## src/rtl/fpusb_pkg.sv

```systemverilog
// ============================================================================
//  Module      : fpusb_pkg
//  Description : Shared constants and the pipeline stage tag for the shared
//                floating-point multiplier scheduler.
//  Revision    : 1.0 - initial release
// ============================================================================
`default_nettype none

package fpusb_pkg;

  localparam int EXP_W       = 8;
  localparam int FRAC_W      = 18;
  localparam int FP_W        = 1 + EXP_W + FRAC_W;
  localparam int MUL_LATENCY = 2;

  // Tag id is sized for the largest supported requester count.
  localparam int MAX_REQ     = 8;
  localparam int ID_W        = $clog2(MAX_REQ);

  typedef struct packed {
    logic            valid;
    logic [ID_W-1:0] id;
  } stage_tag_t;

endpackage

`default_nettype wire

```

## src/rtl/rr_arbiter.sv

```systemverilog
// ============================================================================
//  Module      : rr_arbiter
//  Description : Combinational round-robin arbiter; one-hot grant to the first
//                eligible index at or above rr_ptr, wrapping modulo NUM_REQ.
//  Revision    : 1.0 - initial release
// ============================================================================
`default_nettype none

module rr_arbiter #(
  parameter int NUM_REQ = 4
) (
  input  logic [NUM_REQ-1:0]         eligible,
  input  logic [$clog2(NUM_REQ)-1:0] rr_ptr,
  output logic [NUM_REQ-1:0]         grant
);

  logic [NUM_REQ-1:0] w_rot;
  logic [NUM_REQ-1:0] w_rot_grant;

  // Rotate so rr_ptr lands on bit 0, take the lowest set bit, rotate back.
  assign w_rot       = NUM_REQ'({eligible, eligible} >> rr_ptr);
  assign w_rot_grant = w_rot & (~w_rot + NUM_REQ'(1));
  assign grant       = NUM_REQ'(({w_rot_grant, w_rot_grant} << rr_ptr) >> NUM_REQ);

endmodule

`default_nettype wire

```

## src/rtl/fp_mul_scheduler.sv

```systemverilog
// ============================================================================
//  Module      : fp_mul_scheduler
//  Description : Shares one two-edge-latency FP multiplier among NUM_REQ
//                requesters with round-robin issue and per-requester results.
//  Revision    : 1.0 - initial release
// ============================================================================
`default_nettype none

module fp_mul_scheduler
  import fpusb_pkg::*;
#(
  parameter int NUM_REQ = 4,
  parameter int CNT_W   = 16
) (
  input  logic                    clk_pll,
  input  logic                    rst_n,
  input  logic [NUM_REQ-1:0]      req_valid,
  input  logic [NUM_REQ*FP_W-1:0] req_a,
  input  logic [NUM_REQ*FP_W-1:0] req_b,
  output logic [NUM_REQ-1:0]      req_ready,
  output logic [NUM_REQ-1:0]      resp_valid,
  output logic [NUM_REQ*FP_W-1:0] resp_data,
  input  logic [NUM_REQ-1:0]      resp_ready,
  output logic [FP_W-1:0]         mul_in_1,
  output logic [FP_W-1:0]         mul_in_2,
  input  logic [FP_W-1:0]         mul_out,
  output logic [CNT_W-1:0]        ops_issued
);

  localparam int C_PTR_W = $clog2(NUM_REQ);

  logic [C_PTR_W-1:0] r_rr_ptr;
  logic [NUM_REQ-1:0] r_busy;
  logic [NUM_REQ-1:0] r_resp_valid;
  logic [FP_W-1:0]    r_resp_data [NUM_REQ];
  logic [FP_W-1:0]    r_mul_in_1;
  logic [FP_W-1:0]    r_mul_in_2;
  logic [CNT_W-1:0]   r_ops_issued;
  stage_tag_t         r_s1;
  stage_tag_t         r_s2;

  logic [NUM_REQ-1:0] w_eligible;
  logic [NUM_REQ-1:0] w_grant;
  logic [NUM_REQ-1:0] w_consume;
  logic               w_accept;
  logic [ID_W-1:0]    w_gid;
  logic [FP_W-1:0]    w_sel_a;
  logic [FP_W-1:0]    w_sel_b;
  logic [C_PTR_W-1:0] w_ptr_nxt;

  // Gating with rst_n keeps the grant quiet while reset is held.
  assign w_eligible = req_valid & ~r_busy & {NUM_REQ{rst_n}};
  assign w_consume  = r_resp_valid & resp_ready;
  assign w_accept   = |w_grant;

  rr_arbiter #(
    .NUM_REQ (NUM_REQ)
  ) u_arb (
    .eligible (w_eligible),
    .rr_ptr   (r_rr_ptr),
    .grant    (w_grant)
  );

  always_comb begin
    w_gid   = '0;
    w_sel_a = '0;
    w_sel_b = '0;
    for (int i = 0; i < NUM_REQ; i++) begin
      if (w_grant[i]) begin
        w_gid   = ID_W'(i);
        w_sel_a = req_a[i*FP_W +: FP_W];
        w_sel_b = req_b[i*FP_W +: FP_W];
      end
    end
  end

  always_comb begin
    w_ptr_nxt = r_rr_ptr;
    if (w_accept) begin
      if (w_gid == ID_W'(NUM_REQ-1)) w_ptr_nxt = '0;
      else                           w_ptr_nxt = C_PTR_W'(w_gid + ID_W'(1));
    end
  end

  always_ff @(posedge clk_pll) begin
    if (!rst_n) begin
      r_rr_ptr     <= '0;
      r_busy       <= '0;
      r_mul_in_1   <= '0;
      r_mul_in_2   <= '0;
      r_ops_issued <= '0;
      r_s1         <= '0;
      r_s2         <= '0;
    end else begin
      r_rr_ptr <= w_ptr_nxt;
      r_busy   <= (r_busy & ~w_consume) | w_grant;
      if (w_accept) begin
        r_mul_in_1   <= w_sel_a;
        r_mul_in_2   <= w_sel_b;
        r_ops_issued <= r_ops_issued + CNT_W'(1);
      end
      r_s1.valid <= w_accept;
      r_s1.id    <= w_gid;
      r_s2       <= r_s1;
    end
  end

  // Busy blocks re-issue, so a slot is never written and consumed together.
  always_ff @(posedge clk_pll) begin
    if (!rst_n) begin
      r_resp_valid <= '0;
      for (int i = 0; i < NUM_REQ; i++) r_resp_data[i] <= '0;
    end else begin
      for (int i = 0; i < NUM_REQ; i++) begin
        if (r_s2.valid && r_s2.id == ID_W'(i)) begin
          r_resp_valid[i] <= 1'b1;
          r_resp_data[i]  <= mul_out;
        end else if (w_consume[i]) begin
          r_resp_valid[i] <= 1'b0;
        end
      end
    end
  end

  for (genvar i = 0; i < NUM_REQ; i++) begin : g_pack
    assign resp_data[i*FP_W +: FP_W] = r_resp_data[i];
  end

  assign req_ready  = w_grant;
  assign resp_valid = r_resp_valid;
  assign mul_in_1   = r_mul_in_1;
  assign mul_in_2   = r_mul_in_2;
  assign ops_issued = r_ops_issued;

endmodule

`default_nettype wire

```

## config.mk

```make
export PLATFORM = sky130hd
export DESIGN_NAME = fp_mul_scheduler
export DESIGN_NICKNAME = d
export VERILOG_FILES = /design/src/rtl/fpusb_pkg.sv /design/src/rtl/rr_arbiter.sv /design/src/rtl/fp_mul_scheduler.sv
export SDC_FILE = /design/constraint.sdc
export NUM_CORES = 1
export LEC_CHECK = 0
export ABC_AREA = 1
export ABC_CLOCK_PERIOD_IN_PS = 3400
export BUFFER_PORTS_ARGS = -buffer_cell sky130_fd_sc_hd__buf_2
export CAP_MARGIN = 20
export CELL_PAD_IN_SITES_DETAIL_PLACEMENT = 1
export CELL_PAD_IN_SITES_GLOBAL_PLACEMENT = 2
export CORE_MARGIN = 2
export CORE_UTILIZATION = 28
export DETAILED_ROUTE_END_ITERATION = 6
export PLACE_DENSITY_LB_ADDON = 0.1
export SYNTH_ARGS = -nofsm -noshare
export SYNTH_HDL_FRONTEND = slang
export SYNTH_HIERARCHICAL = 1
export SYNTH_SLANG_ARGS = --single-unit
```

## constraint.sdc

```tcl
create_clock -name clk_pll -period 3.4 [get_ports clk_pll]
set_input_delay 0.17 -clock clk_pll [delete_from_list [all_inputs] [get_ports clk_pll]]
set_output_delay 0.17 -clock clk_pll [all_outputs]
set_load 0.005 [all_outputs]
```

* Yosys cells after proc, flatten, opt, wreduce, memory -nomap -nowiden
Memory sizes are Yosys's and may differ from the RTL's.
Cells that the tools add are included.
** Storage, ports and cells
- Register bits :: 88
- Bits in writable memories :: 108
- Input port bits :: 253
- Output and inout port bits :: 186
- Word-level logic and storage cells :: 83
- Memories kept :: 1
** Operators by class
- Add/sub/neg operators :: 3
- Eq/ne operators :: 4
- Shifts and indexed selects :: 2
- Multiplexer cells :: 37
- Bitwise logic cells :: 13
- Reductions and logical operators :: 10
** Memory list
- r_resp_data :: words 4, width 27, read ports 4, clocked after memory_dff 0, wr ports 4, RTL line fp_mul_scheduler.sv:35 : logic [FP_W-1:0] r_resp_data [NUM_REQ];
** Operators by type and width (number)
- two-way mux 27 bit :: 12
- two-way mux 1 bit :: 22
- bitwise AND 4 bit :: 5
- adder 16 x 1 -> 16 bit, second input constant :: 1
- NOT 4 bit :: 3
- equality test 3 x 2 -> 1 bit, second input constant :: 3
- nonzero test 2 bit :: 4
- left shift 8 x 2 -> 8 bit :: 1
- >> shifter 8 x 2 -> 4 bit :: 1
- two-way mux 3 bit :: 2
- adder 4 x 1 -> 4 bit, second input constant :: 1
- logical AND 1 bit :: 4
- OR 1 bit :: 4
- OR 4 bit :: 1
- OR reduction 4 bit :: 1
- equality test 3 x 1 -> 1 bit, second input constant :: 1
- logical NOT 3 bit :: 1
- adder 2 x 1 -> 2 bit, second input constant :: 1
- two-way mux 2 bit :: 1

* Logic depth before layout (Yosys ltp)
- Word-level depth :: 13
- Gate-level depth with buffers :: 21
- Mapped depth without buffers :: 18

* Cells and area by module
Netlist, hierarchy kept.
** Modules (own cells, without submodules)
- fp_mul_scheduler :: instances 1, cells each 992, area each 9096.2 sq um, sequential area each 4964.8 sq um
- rr_arbiter :: instances 1, cells each 51, area each 276.5 sq um, sequential area each 0.0 sq um

* Worst setup path before layout
Ideal clock, no wire load.
- Kind :: in2reg
- Start :: in rst_n
- End :: reg r_ops_issued[14], in the netlist ops_issued[14]
- Arrival time :: 2.202 ns
- Slack :: 1.085 ns
- Cell stages on the path :: 21
- Path buffers :: 4
- Cells stage by stage :: buf_4 > buf_2 > buf_4 > nand2_1 > nor2_1 > nand2_1 > nand2_1 > nand2_1 > nand2_1 > nand2_2 > o21ai_1 > nand3_1 > nand2_1 > nor2_2 > nand2_2 > buf_4 > nand4_1 > nor2_1 > nand2_1 > nand2_1 > nor2_1
** Between the ends
- Word-level cells in the longest chain between the ends :: 7
** RTL lines
- start, declared :: RTL line fp_mul_scheduler.sv:16 : input logic rst_n,
- bitwise AND 4 bit * :: RTL line fp_mul_scheduler.sv:52 : assign w_eligible = req_valid & ~r_busy & {NUM_REQ{rst_n}};
- via w_eligible[2] :: RTL line fp_mul_scheduler.sv:42 : logic [NUM_REQ-1:0] w_eligible;
- >> shifter 8 x 2 -> 4 bit * :: RTL line rr_arbiter.sv:21 : assign w_rot = NUM_REQ'({eligible, eligible} >> rr_ptr);
- NOT 4 bit :: RTL line rr_arbiter.sv:22 : assign w_rot_grant = w_rot & (~w_rot + NUM_REQ'(1));
- adder 4 x 1 -> 4 bit :: RTL line rr_arbiter.sv:22
- bitwise AND 4 bit * :: RTL line rr_arbiter.sv:22
- left shift 8 x 2 -> 8 bit * :: RTL line rr_arbiter.sv:23 : assign grant = NUM_REQ'(({w_rot_grant, w_rot_grant} << rr_ptr) >> NUM_REQ);
- via req_ready[2] :: RTL line fp_mul_scheduler.sv:20 : output logic [NUM_REQ-1:0] req_ready,
- OR reduction 4 bit * :: RTL line fp_mul_scheduler.sv:54 : assign w_accept = |w_grant;
- end signal, assigned :: RTL line fp_mul_scheduler.sv:100 : r_ops_issued <= r_ops_issued + CNT_W'(1);
- end, declared :: RTL line fp_mul_scheduler.sv:38 : logic [CNT_W-1:0] r_ops_issued;
Mark *: on every way through the listed nets, which the timed path passes. The rest lies on a longest branch.
A chain may end at the register's enable or synchronous reset.

* Final worst setup path
- Start :: reg r_rr_ptr[1]
- End :: reg r_mul_in_1[7], in the netlist mul_in_1[7]
** Between the ends
- Word-level cells in the longest chain between the ends :: 9
- Elaborated cells on any way between the ends :: 10
** RTL lines
- start, declared :: RTL line fp_mul_scheduler.sv:32 : logic [C_PTR_W-1:0] r_rr_ptr;
- start signal, assigned :: RTL line fp_mul_scheduler.sv:95 : r_rr_ptr <= w_ptr_nxt;
- >> shifter 8 x 2 -> 4 bit :: RTL line rr_arbiter.sv:21
- NOT 4 bit :: RTL line rr_arbiter.sv:22
- adder 4 x 1 -> 4 bit :: RTL line rr_arbiter.sv:22
- bitwise AND 4 bit :: RTL line rr_arbiter.sv:22
- left shift 8 x 2 -> 8 bit * :: RTL line rr_arbiter.sv:23
- two-way mux 27 bit (4 in series) :: RTL line fp_mul_scheduler.sv:69 : if (w_grant[i]) begin
- end signal, assigned :: RTL line fp_mul_scheduler.sv:98 : r_mul_in_1 <= w_sel_a;
- end, declared :: RTL line fp_mul_scheduler.sv:36 : logic [FP_W-1:0] r_mul_in_1;
Every way passes the cells marked *; elsewhere a longest branch is shown, timed or not.

==> impl_metrics.yaml <==
detailed_routing:
  wl_per_cell_um: 19.5
  drtIter0Drc: 296
  drt_pass1_iterations: 4
  totalWireLength_um: 38000
  vias: 9332
  viasPerCell: 4.77
  drtAntennaViolNets: 0
  drcViolationCount: 0
run:
  maxCapViolCount: 0
setup_path:
  path_cells: "inv_2 -> nand3_1 -> nand2_1 -> inv_1 -> nand3_1 -> nand2_1 -> nand3_1 -> nand2_2 -> clkinv_2 -> buf_12 -> nand3_2 -> nand2_1 -> nand2_1 -> a31oi_1 -> dlygate4sd3_1"
  cp-end-kind: "register"
  rr_endpoint: "mul_in_1[7]$_SDFFE_PN0P_"
  required_ns: 3.73
  critPathSlowestCell: "dfxtp_1"
  cp_top_family: "buffers and inverters"
  critPathMaxStageDelay_ns: 0.57
  cp_num_buf_inv: 5
  crit_path_frequent_cell: "nand2_1"
  worstPathMaxFanout: 26
  regToRegSetupSlack_ns: 0.28
  r2r-start: "r_rr_ptr[1]$_SDFFE_PN0P_"
  start_kind: "register"
  critPathArrivalTime_ns: 3.46
  rr_worst_depth: 15
  path_class: "register to register"
cts:
  cts.path.max_buffers: 2
  cts_root_buf: "clkbuf_16"
  worstSkewPairLatency_ns: 0.45
  cts_made_buffers: 17
  cts_tree: "yes"
  clk_pin_slew_ns: 0.08
  h-tree-depth: 4
  clock_sinks: 194
synth:
  avgSynthCellArea_sq_um: 8.99
  syn_area_sq_mm: 0.00937
  synth_flop_cell: "edfxtp_1"
  ys_ff_latch: 194
  synthDistinctLibCells: 39
  synth-async-reset-ratio_pct: 0
  syn_inst: 1043
  yosysSeqAreaShare_pct: 53.0
  synth_nets: 1297
  ys_warn_count: 6
  synth-edff-count: 108
timing:
  finalSetupViolCount: 0
  slew_violations: 0
  post-route-period-util_pct: 91.9
  tns_ns: 0
  clock_skew_ns: 0.0192
  tightest_slew_ns: 0.793
  hold_viol: 0
  slew_headroom_pct: 47.2
  post-route-min-period_ns: 3.12
  fmax_ghz: 0.320
  rsz0062_at_grt: "no"
floorplanning:
  coreArea_sq_mm: 0.0333
  die_x_um: 187
  dieArea_sq_mm: 0.0350
  initial_utilization_pct: 28.2
  die_y_um: 187
  io_pins: 439
  row_count: 67
grt:
  grt_pass1_wl_um: 58100
  grt_max_degree: 57
  grt_usage_pct: 21.4
  overflow: 0
  grt_antenna_before_repair: 8
  grt_pass1_vias: 9640
layout:
  design_area_sq_mm: 0.0129
  area_growth_pct: 37.7
  nets: 1744
  multi_input_area_sq_mm: 0.00370
  register_area_sq_mm: 0.00497
  filler_cell_count: 4078
  layout-drive-gt1-share_pct: 39.7
status:
  outcome: "completed"
hold_path:
  min_to: "mul_in_1[15]$_SDFFE_PN0P_"
  hold_path_startpoint: "req_a[96]"
  hold_class: "primary input to register"
  hold_depth: 3
power_and_ir_drop:
  p_total_w: 0.0111
  p_leak_nw: 5.96
  vdd_drop_max_uv: 548
  powerDensity_mw_per_mm2: 859
place:
  gp_congestion: 0.780
  dpl_cell_area_sq_mm: 0.0118
  hpwl_um: 27300
  io_buffers: 438
-- power breakdown --
group | leakage, nW | switching (W) | internal (W)
Clock | 0.294 | 0.00106 | 0.00100
Sequential | 1.83 | 0.000217 | 0.00294
Combinational | 3.84 | 0.00395 | 0.00193
Total | 5.96 | 0.00523 | 0.00586
-- timing repair --
action                                 CTS  global route
gates resized for setup                  0             4
setup buffers                            0             0
endpoints found under the hold margin   40             0
setup endpoints to repair                0            12
hold buffers                            50             0
-- placed cells by master (no fill, tap or decap), drive strengths merged, types with 2 or more instances in the layout --
cell         netlist  layout
a31oi             54      54
nor3               5       5
buf               65     459
nand4             58      58
clkinv             1       6
edfxtp           108     108
nand3             76      76
clkbuf            16      17
o21ai             63      63
diode              0       4
o21a               2       2
nand2            237     237
dfxtp             86      86
inv               49      59
xor2               2       2
dlygate4sd3        0      50
nor2             139     139
a21oi             69      69
or2                4       4
o21bai             2       2
-- worst register-to-register path: cells and delay by family (launching register included) --
family	cells	cell delay, ns
buffers and inverters	5	1.54
DFF	1	0.57
AOI/OAI and AO/OA	1	0.07
and+or+nand+nor	9	0.84
-- sequential cells by signal (all words and copies together) (netlist names) --
register and cells:
r_resp_data 108, mul_in_1 27, mul_in_2 27, ops_issued 16, r_busy 4, resp_valid 4, r_s1 3, r_s2 3
r_rr_ptr 2
-- metrics by stage --
step	setup slack (ns)	cells	util (%)	hold WS, ns
after floorplan	1.09	1043	-	0.273
after global placement	0.759	1869	35.4	0.378
after detailed placement	0.671	1869	35.4	0.389
after CTS	0.140	1951	38.7	0.000296
after global routing	0.0144	1954	38.8	0.00490
final	0.276	1955	38.8	0.0135
-- cells by family (layout without fill, tap and decap cells) --
group                    Yosys count  in the layout  share of synthesized area [%]
XOR/XNOR                           3              3                          0.280
other                              0              4                              0
buffers and inverters            131            591                           7.76
AO/OA/AOI/OAI                    193            193                           11.3
flip-flops                       194            194                           53.0
adder cells (fa/ha/maj)            1              1                          0.133
AND/OR/NAND/NOR                  521            521                           27.6
-- metal layers --
metal  routed length, um  global-route usage [%]  vias to the layer above
met5                  62                       0                        -
met4                 582                    5.25                       10
met3                2270                    5.80                       37
met2               19300                    38.6                      307
met1               15800                    25.2                     4488
li1                    -                       -                     4490
-- layout make-up --
cell class,count,share of cell area [%]
clock buffers,17,3.30
inverters,50,1.52
multi-input cells,718,28.6
clock inverters,15,1.32
repair buffers,509,22.3
flip-flops and latches,194,38.5
diodes,4,0.0776
well taps,448,4.34
-- synthesized netlist by cell type, types with 2 or more instances --
library cell	instances	area, sq um
nor2_2	33	206
xor2_1	2	17.5
dfxtp_1	86	1720
nand4_1	58	363
buf_4	12	90.1
buf_12	3	60.1
nand2_2	7	43.8
nor3_4	3	48.8
nand3_2	37	370
nor2_1	105	394
a21oi_1	69	345
nand3_1	39	195
nand2_4	4	45.0
nor3_2	2	20.0
o21ai_0	60	300
or2_2	4	25.0
buf_6	12	135
o21a_1	2	15.0
a31oi_1	54	338
inv_2	4	15.0
buf_2	35	175
edfxtp_1	108	3240
o21bai_1	2	15.0
o21ai_1	3	15.0
clkbuf_1	15	56.3
nand2_1	226	848
inv_1	44	165
buf_1	3	11.3
-- worst max path at each step --
stage | startpoint | end | slack (ns) | cells after the start
after floorplan | rst_n | ops_issued[14]$_SDFFE_PN0P_ | 1.09 | 21
after global placement | r_rr_ptr[0]$_SDFFE_PN0P_ | mul_in_2[11]$_SDFFE_PN0P_ | 0.76 | 15
after detailed placement | r_rr_ptr[0]$_SDFFE_PN0P_ | mul_in_2[4]$_SDFFE_PN0P_ | 0.67 | 15
after CTS | r_rr_ptr[0]$_SDFFE_PN0P_ | mul_in_1[7]$_SDFFE_PN0P_ | 0.14 | 15
after global routing | r_rr_ptr[1]$_SDFFE_PN0P_ | mul_in_2[15]$_SDFFE_PN0P_ | 0.01 | 12
final | r_rr_ptr[1]$_SDFFE_PN0P_ | mul_in_1[7]$_SDFFE_PN0P_ | 0.28 | 15
(Power assumes the default switching activity.)
